[config.mk]
export PLATFORM = sky130hd
export DESIGN_NAME = yout_packer_flat
export DESIGN_NICKNAME = d
export VERILOG_FILES = /design/src/rtl/yout_pkg.sv /design/src/rtl/yout_packer_if.sv /design/src/rtl/yout_word_fifo.sv /design/src/rtl/yout_packer.sv /design/src/flat_wrapper.sv
export SDC_FILE = /design/constraint.sdc
export NUM_CORES = 1
export LEC_CHECK = 0
export BUFFER_PORTS_ARGS = -buffer_cell sky130_fd_sc_hd__buf_2
export CAP_MARGIN = 10
export CELL_PAD_IN_SITES_DETAIL_PLACEMENT = 1
export CELL_PAD_IN_SITES_GLOBAL_PLACEMENT = 1
export CORE_UTILIZATION = 30
export CTS_CLUSTER_DIAMETER = 40
export DETAILED_ROUTE_END_ITERATION = 16
export PLACE_DENSITY = 0.54
export SLEW_MARGIN = 30
export SYNTH_ARGS = -nofsm -noshare
export SYNTH_HDL_FRONTEND = slang
export SYNTH_SLANG_ARGS = --single-unit
[constraint.sdc]
create_clock -name clk -period 5.3 [get_ports clk]
set_input_delay 0.53 -clock clk [delete_from_list [all_inputs] [get_ports clk]]
set_output_delay 0.53 -clock clk [all_outputs]
set_load 0.005 [all_outputs]
[src/rtl/yout_pkg.sv]
// Shared types and defaults for the Yout bit-stream packer.
// Imported by the interface, the output FIFO and the packer top.
package yout_pkg;

    typedef enum logic [1:0] {
        IDLE,
        FILL,
        HOLD
    } state_e;

    localparam int YOUT_WORD_W     = 8;
    localparam int YOUT_FIFO_DEPTH = 2;

    // Width of a field that counts 0..w inclusive.
    function automatic int len_w(input int w);
        return $clog2(w + 1);
    endfunction

endpackage

[src/rtl/yout_packer_if.sv]
// Word output channel of the packer: FIFO head plus valid/ready handshake.
// Master drives the head entry; slave returns ready.
interface yout_packer_if #(
    parameter int WORD_W = yout_pkg::YOUT_WORD_W
);
    import yout_pkg::*;

    localparam int LW = len_w(WORD_W);

    logic [WORD_W-1:0] word_out;
    logic [LW-1:0]     word_len;
    logic [LW-1:0]     word_ones;
    logic              word_valid;
    logic              word_ready;

    modport master (
        output word_out,
        output word_len,
        output word_ones,
        output word_valid,
        input  word_ready
    );

    modport slave (
        input  word_out,
        input  word_len,
        input  word_ones,
        input  word_valid,
        output word_ready
    );

endinterface

[src/rtl/yout_word_fifo.sv]
// Small synchronous FIFO of {data, len, ones} entries.
// Pointers carry one extra wrap bit; head is zeroed while empty.
module yout_word_fifo
    import yout_pkg::*;
#(
    parameter int W     = YOUT_WORD_W,
    parameter int DEPTH = YOUT_FIFO_DEPTH,
    parameter int LW    = len_w(W)
) (
    input  logic          clk,
    input  logic          reset,
    input  logic          push_i,
    input  logic [W-1:0]  data_i,
    input  logic [LW-1:0] len_i,
    input  logic [LW-1:0] ones_i,
    input  logic          pop_i,
    output logic [W-1:0]  data_o,
    output logic [LW-1:0] len_o,
    output logic [LW-1:0] ones_o,
    output logic          full_o,
    output logic          empty_o
);

    localparam int AW = $clog2(DEPTH);
    localparam int PW = AW + 1;

    logic [W-1:0]  data_q [DEPTH];
    logic [LW-1:0] len_q  [DEPTH];
    logic [LW-1:0] ones_q [DEPTH];

    logic [PW-1:0] wp_q, wp_d;
    logic [PW-1:0] rp_q, rp_d;

    always_comb begin
        wp_d = wp_q;
        rp_d = rp_q;
        if (push_i) wp_d = wp_q + PW'(1);
        if (pop_i)  rp_d = rp_q + PW'(1);
    end

    always_ff @(posedge clk) begin
        if (reset) begin
            wp_q <= '0;
            rp_q <= '0;
        end else begin
            wp_q <= wp_d;
            rp_q <= rp_d;
        end
    end

    always_ff @(posedge clk) begin
        if (push_i) begin
            data_q[wp_q[AW-1:0]] <= data_i;
            len_q[wp_q[AW-1:0]]  <= len_i;
            ones_q[wp_q[AW-1:0]] <= ones_i;
        end
    end

    assign empty_o = (wp_q == rp_q);
    assign full_o  = (wp_q[AW] != rp_q[AW]) &&
                     (wp_q[AW-1:0] == rp_q[AW-1:0]);

    // Gating keeps the head at zero after reset and when drained.
    assign data_o = empty_o ? '0 : data_q[rp_q[AW-1:0]];
    assign len_o  = empty_o ? '0 : len_q[rp_q[AW-1:0]];
    assign ones_o = empty_o ? '0 : ones_q[rp_q[AW-1:0]];

endmodule

[src/rtl/yout_packer.sv]
// Packs the serial Yout stream LSB-first into words with popcount,
// holding a finished word when the output FIFO has no room.
module yout_packer
    import yout_pkg::*;
#(
    parameter int WORD_W     = YOUT_WORD_W,
    parameter int FIFO_DEPTH = YOUT_FIFO_DEPTH
) (
    input  logic             clk,
    input  logic             reset,
    input  logic             bit_in,
    input  logic             bit_valid,
    input  logic             flush,
    yout_packer_if.master    wif,
    output logic             overflow,
    output logic             busy
);

    localparam int LW = len_w(WORD_W);

    state_e            state_q, state_d;
    logic [WORD_W-1:0] acc_q, acc_d;
    logic [LW-1:0]     cnt_q, cnt_d;
    logic [LW-1:0]     ones_q, ones_d;
    logic              ovf_q, ovf_d;

    logic [WORD_W-1:0] acc_n;
    logic [LW-1:0]     cnt_n;
    logic [LW-1:0]     ones_n;

    logic [WORD_W-1:0] w_acc;
    logic [LW-1:0]     w_cnt;
    logic [LW-1:0]     w_ones;

    logic push, pop, full, empty, space;
    logic take_bit, want_push;

    assign pop   = wif.word_valid && wif.word_ready;
    assign space = !full || pop;

    always_comb begin
        acc_n  = acc_q | (WORD_W'(bit_in) << cnt_q);
        cnt_n  = cnt_q + LW'(1);
        ones_n = ones_q + LW'(bit_in);

        take_bit  = (state_q != HOLD) && bit_valid;
        want_push = 1'b0;

        w_acc  = acc_q;
        w_cnt  = cnt_q;
        w_ones = ones_q;

        state_d = state_q;
        acc_d   = acc_q;
        cnt_d   = cnt_q;
        ones_d  = ones_q;
        ovf_d   = ovf_q;
        push    = 1'b0;

        if (take_bit) begin
            w_acc  = acc_n;
            w_cnt  = cnt_n;
            w_ones = ones_n;
        end

        unique case (1'b1)
            state_q == HOLD: begin
                want_push = 1'b1;
                if (bit_valid) ovf_d = 1'b1;
            end
            default: begin
                // A bit arriving with flush joins the word before it leaves.
                want_push = (take_bit && cnt_n == LW'(WORD_W)) ||
                            (flush && state_q == FILL);
            end
        endcase

        if (want_push && space) begin
            push    = 1'b1;
            state_d = IDLE;
            acc_d   = '0;
            cnt_d   = '0;
            ones_d  = '0;
        end else if (want_push) begin
            state_d = HOLD;
            acc_d   = w_acc;
            cnt_d   = w_cnt;
            ones_d  = w_ones;
        end else if (take_bit) begin
            state_d = FILL;
            acc_d   = acc_n;
            cnt_d   = cnt_n;
            ones_d  = ones_n;
        end
    end

    always_ff @(posedge clk) begin
        if (reset) begin
            state_q <= IDLE;
            acc_q   <= '0;
            cnt_q   <= '0;
            ones_q  <= '0;
            ovf_q   <= 1'b0;
        end else begin
            state_q <= state_d;
            acc_q   <= acc_d;
            cnt_q   <= cnt_d;
            ones_q  <= ones_d;
            ovf_q   <= ovf_d;
        end
    end

    yout_word_fifo #(
        .W     (WORD_W),
        .DEPTH (FIFO_DEPTH),
        .LW    (LW)
    ) u_fifo (
        .clk     (clk),
        .reset   (reset),
        .push_i  (push),
        .data_i  (w_acc),
        .len_i   (w_cnt),
        .ones_i  (w_ones),
        .pop_i   (pop),
        .data_o  (wif.word_out),
        .len_o   (wif.word_len),
        .ones_o  (wif.word_ones),
        .full_o  (full),
        .empty_o (empty)
    );

    assign wif.word_valid = !empty;
    assign overflow       = ovf_q;
    assign busy           = (state_q != IDLE) || !empty;

endmodule

[src/flat_wrapper.sv]
// flat-port wrapper written by rule: the top's interface ports become plain ports
module yout_packer_flat import yout_pkg::*;
#(
    parameter int WORD_W     = YOUT_WORD_W,
    parameter int FIFO_DEPTH = YOUT_FIFO_DEPTH
)
  (clk, reset, bit_in, bit_valid, flush, overflow, busy, wif_word_out, wif_word_len, wif_word_ones, wif_word_valid, wif_word_ready);
  yout_packer_if #(.WORD_W(WORD_W)) wif_i ();
  input  logic clk;
  input  logic reset;
  input  logic bit_in;
  input  logic bit_valid;
  input  logic flush;
  output logic overflow;
  output logic busy;
  output wire logic [$bits(wif_i.word_out)-1:0] wif_word_out;
  output wire logic [$bits(wif_i.word_len)-1:0] wif_word_len;
  output wire logic [$bits(wif_i.word_ones)-1:0] wif_word_ones;
  output wire logic [$bits(wif_i.word_valid)-1:0] wif_word_valid;
  input wire logic [$bits(wif_i.word_ready)-1:0] wif_word_ready;
  assign wif_word_out = wif_i.word_out;
  assign wif_word_len = wif_i.word_len;
  assign wif_word_ones = wif_i.word_ones;
  assign wif_word_valid = wif_i.word_valid;
  assign wif_i.word_ready = wif_word_ready;
  yout_packer #(.WORD_W(WORD_W), .FIFO_DEPTH(FIFO_DEPTH)) u_core (.clk(clk), .reset(reset), .bit_in(bit_in), .bit_valid(bit_valid), .flush(flush), .wif(wif_i), .overflow(overflow), .busy(busy));
endmodule
==> qor.yml <==
min_path_type: "register to register"
startpoint_type: "register"
setup_ws_ns: 2.15
wire_per_inst_um: 14.0
synth_area_mm2: 0.00238
fmax_ghz: 0.318
grt_use_total: 0.122
nets: 238
htreeDepth: 2
total_power_w: 0.000899
syn_to_final_growth_pct: 14.8
drive_above_1_share: 0.183
cap_violations: 0
worstMarginPinSlew_ns: 0.879
grt_max_degree: 27
gp_congestion: 0.696
async_reset_ff_frac: 0
status: "finished, violations left"
setup_viol: 0
cts_buffer_depth: 2
grt_setup_unrepaired: "no"
yosysSeqAreaShare: 0.606
yosysWarningCount: 0
syn-instance-count: 204
post-route-period-util: 0.593
ir_drop_mv: 0.105
tns_ns: 0
pin_count: 25
p_leak_nw: 1.13
die_h_um: 91.1
drc_errors: 1
crit_arrival_ns: 3.08
synth_edf_count: 32
area.sequential_mm2: 0.00144
slew_headroom: 0.412
dp_cells: 323
postRouteAntennaNets: 0
ys_ff_latch: 56
fillers: 876
netlist_top_cells_count: "edfxtp_1, nor2_1, dfxtp_1, mux2i_1"
syn_nets: 214
finalHoldViolations: 0
finalInstanceArea_mm2: 0.00273
cts_resized: 0
post_dp_cell_area_mm2: 0.00262
cp_max_fo: 19
die-area_mm2: 0.00829
antenna_found_initial: 0
cts_tree: "done"
hpwl_um: 3240
yosysTopAreaCell: "edfxtp_1"
ctsHoldBuffers: 0
ys_top_cells_by_area: "edfxtp_1, dfxtp_1, mux2i_1"
setup.worst_path.class: "register to register"
grt_overflow: 0
yosysMostFrequentCell: "edfxtp_1"
violations: "DRC"
io_buffers: 24
syn_avg_cell_area_um2: 11.7
routed_via_density: 4.49
drt_pass1_iterations: 10
num_antenna_cells: 0
synth_top_cell_area_share: 0.404
clock_skew_ns: 0.00797
cts_setup_buffers: 0
slew_viol_final: 0
numCtsBuffers: 5
num_vias: 1486
rows: 32
final_cells: 331
crit_path_end_kind: "register"
core_mm2: 0.00769
synthFlopType: "edfxtp_1"
powerDensity_mw_per_mm2: 329
clkSlewWorstSetupHoldPaths_ns: 0.09
cp.required_ns: 5.23
multi_input_area_um2: 845
start_util: 0.310
synth_cell_type_count: 33
first_iter_violations: 71
die_x_um: 91.1
insertion_delay_ns: 0.30
root_buffer: "clkbuf_8"
grt_pass1_wl_um: 7780
min_period_ns: 3.15
pre_cts_ws_ns: 2.12
cts.sink_count: 56
grt_pass1_vias: 1582
totalWireLength_um: 4630
## routing by layer
| metal | GRT usage | up-vias | part of all wire |
|---|---|---|---|
| li1 | - | 749 | - |
| met1 | 0.153 | 712 | 0.48 |
| met2 | 0.210 | 20 | 0.49 |
| met3 | 0.0184 | 5 | 0.019 |
| met4 | 0.0476 | 0 | 0.014 |
| met5 | 0 | - | 0 |
## cells in the final DEF, fill, tap and decap left out
| cell | instances |
|---|---|
| a31oi_1 | 4 |
| and3_4 | 1 |
| inv_1 | 18 |
| mux2_2 | 1 |
| a311oi_2 | 1 |
| a311oi_1 | 1 |
| and3b_1 | 1 |
| a21oi_1 | 6 |
| bufinv_16 | 1 |
| and3_1 | 2 |
| or3_1 | 2 |
| dfxtp_2 | 1 |
| ha_1 | 4 |
| nand2b_1 | 3 |
| nor3_1 | 18 |
| mux2i_1 | 19 |
| a211oi_4 | 2 |
| buf_4 | 1 |
| nor2b_1 | 5 |
| buf_2 | 24 |
| clkbuf_8 | 5 |
| nand2_1 | 3 |
| nor2_1 | 26 |
| nand3_1 | 4 |
| clkinv_2 | 1 |
| dfxtp_1 | 23 |
| nor4_1 | 1 |
| mux2_4 | 1 |
| edfxtp_1 | 32 |
| nor2b_2 | 1 |
| o211ai_1 | 1 |
| o21ai_0 | 2 |
| xor2_1 | 9 |
| clkbuf_1 | 1 |
| buf_8 | 1 |
| xnor2_1 | 2 |
| xnor2_2 | 1 |
## flip-flops by register name, indices dropped and copies added, names as in the netlist, named ones only
name	flops
u_core.acc_q	8
u_core.cnt_q	4
u_core.ones_q	4
u_core.overflow	1
u_core.state_q	2
u_core.u_fifo.data_q	16
u_core.u_fifo.len_q	8
u_core.u_fifo.ones_q	8
u_core.u_fifo.rp_q	2
u_core.u_fifo.wp_q	2
## power breakdown
part	internal, W	switching [W]
Clock	0.000140	0.000128
Sequential	0.000482	0.0000199
Combinational	0.0000538	0.0000754
Total	0.000676	0.000223
## final cells by class
class                           count  area share
Inverter                           18      0.0247
Multi-Input combinational cell    121       0.309
Tap cell                          102      0.0467
Sequential cell                    56       0.528
Clock buffer                        6      0.0266
Clock inverter                      2      0.0128
Timing Repair Buffer               26      0.0522
## through the flow
| stage | hold slack, ns | utilization |
|---|---|---|
| after floorplan | 0.460 | - |
| after detailed placement | 0.461 | 0.341 |
| after CTS | 0.486 | 0.355 |
| after global placement | 0.469 | 0.339 |
| after global routing | 0.523 | 0.355 |
| final | 0.475 | 0.355 |
## cells by family (layout without fill, tap and decap cells)
family	count (synthesis)	in the layout	share of synthesized area
XOR/XNOR	12	12	0.0473
buffers and inverters	27	52	0.0457
multiplexers	21	21	0.0910
AO/OA/AOI/OAI	17	17	0.0521
flip-flops	56	56	0.606
adder cells (fa/ha/maj)	4	4	0.0210
AND/OR/NAND/NOR	67	67	0.137
## worst paths after layout
kind | startpoint | endpoint | slack (ns) | cells past startpoint
max | u_core.cnt_q[0] | u_core.u_fifo.len_q[0][0] | 2.15 | 5
min | u_core.overflow | u_core.overflow | 0.47 | 2
max reg2reg | u_core.cnt_q[0] | u_core.u_fifo.len_q[0][0] | 2.15 | 5
min reg2reg | u_core.overflow | u_core.overflow | 0.47 | 2
## critical path, cell delays in order, from the launching register on
cell and delay (ns):
dfxtp_1 0.40, ha_1 0.26, xnor2_1 0.26, a311oi_2 0.21
a211oi_4 0.78, nor2b_2 0.85
Power figures use the tool's default switching activity.
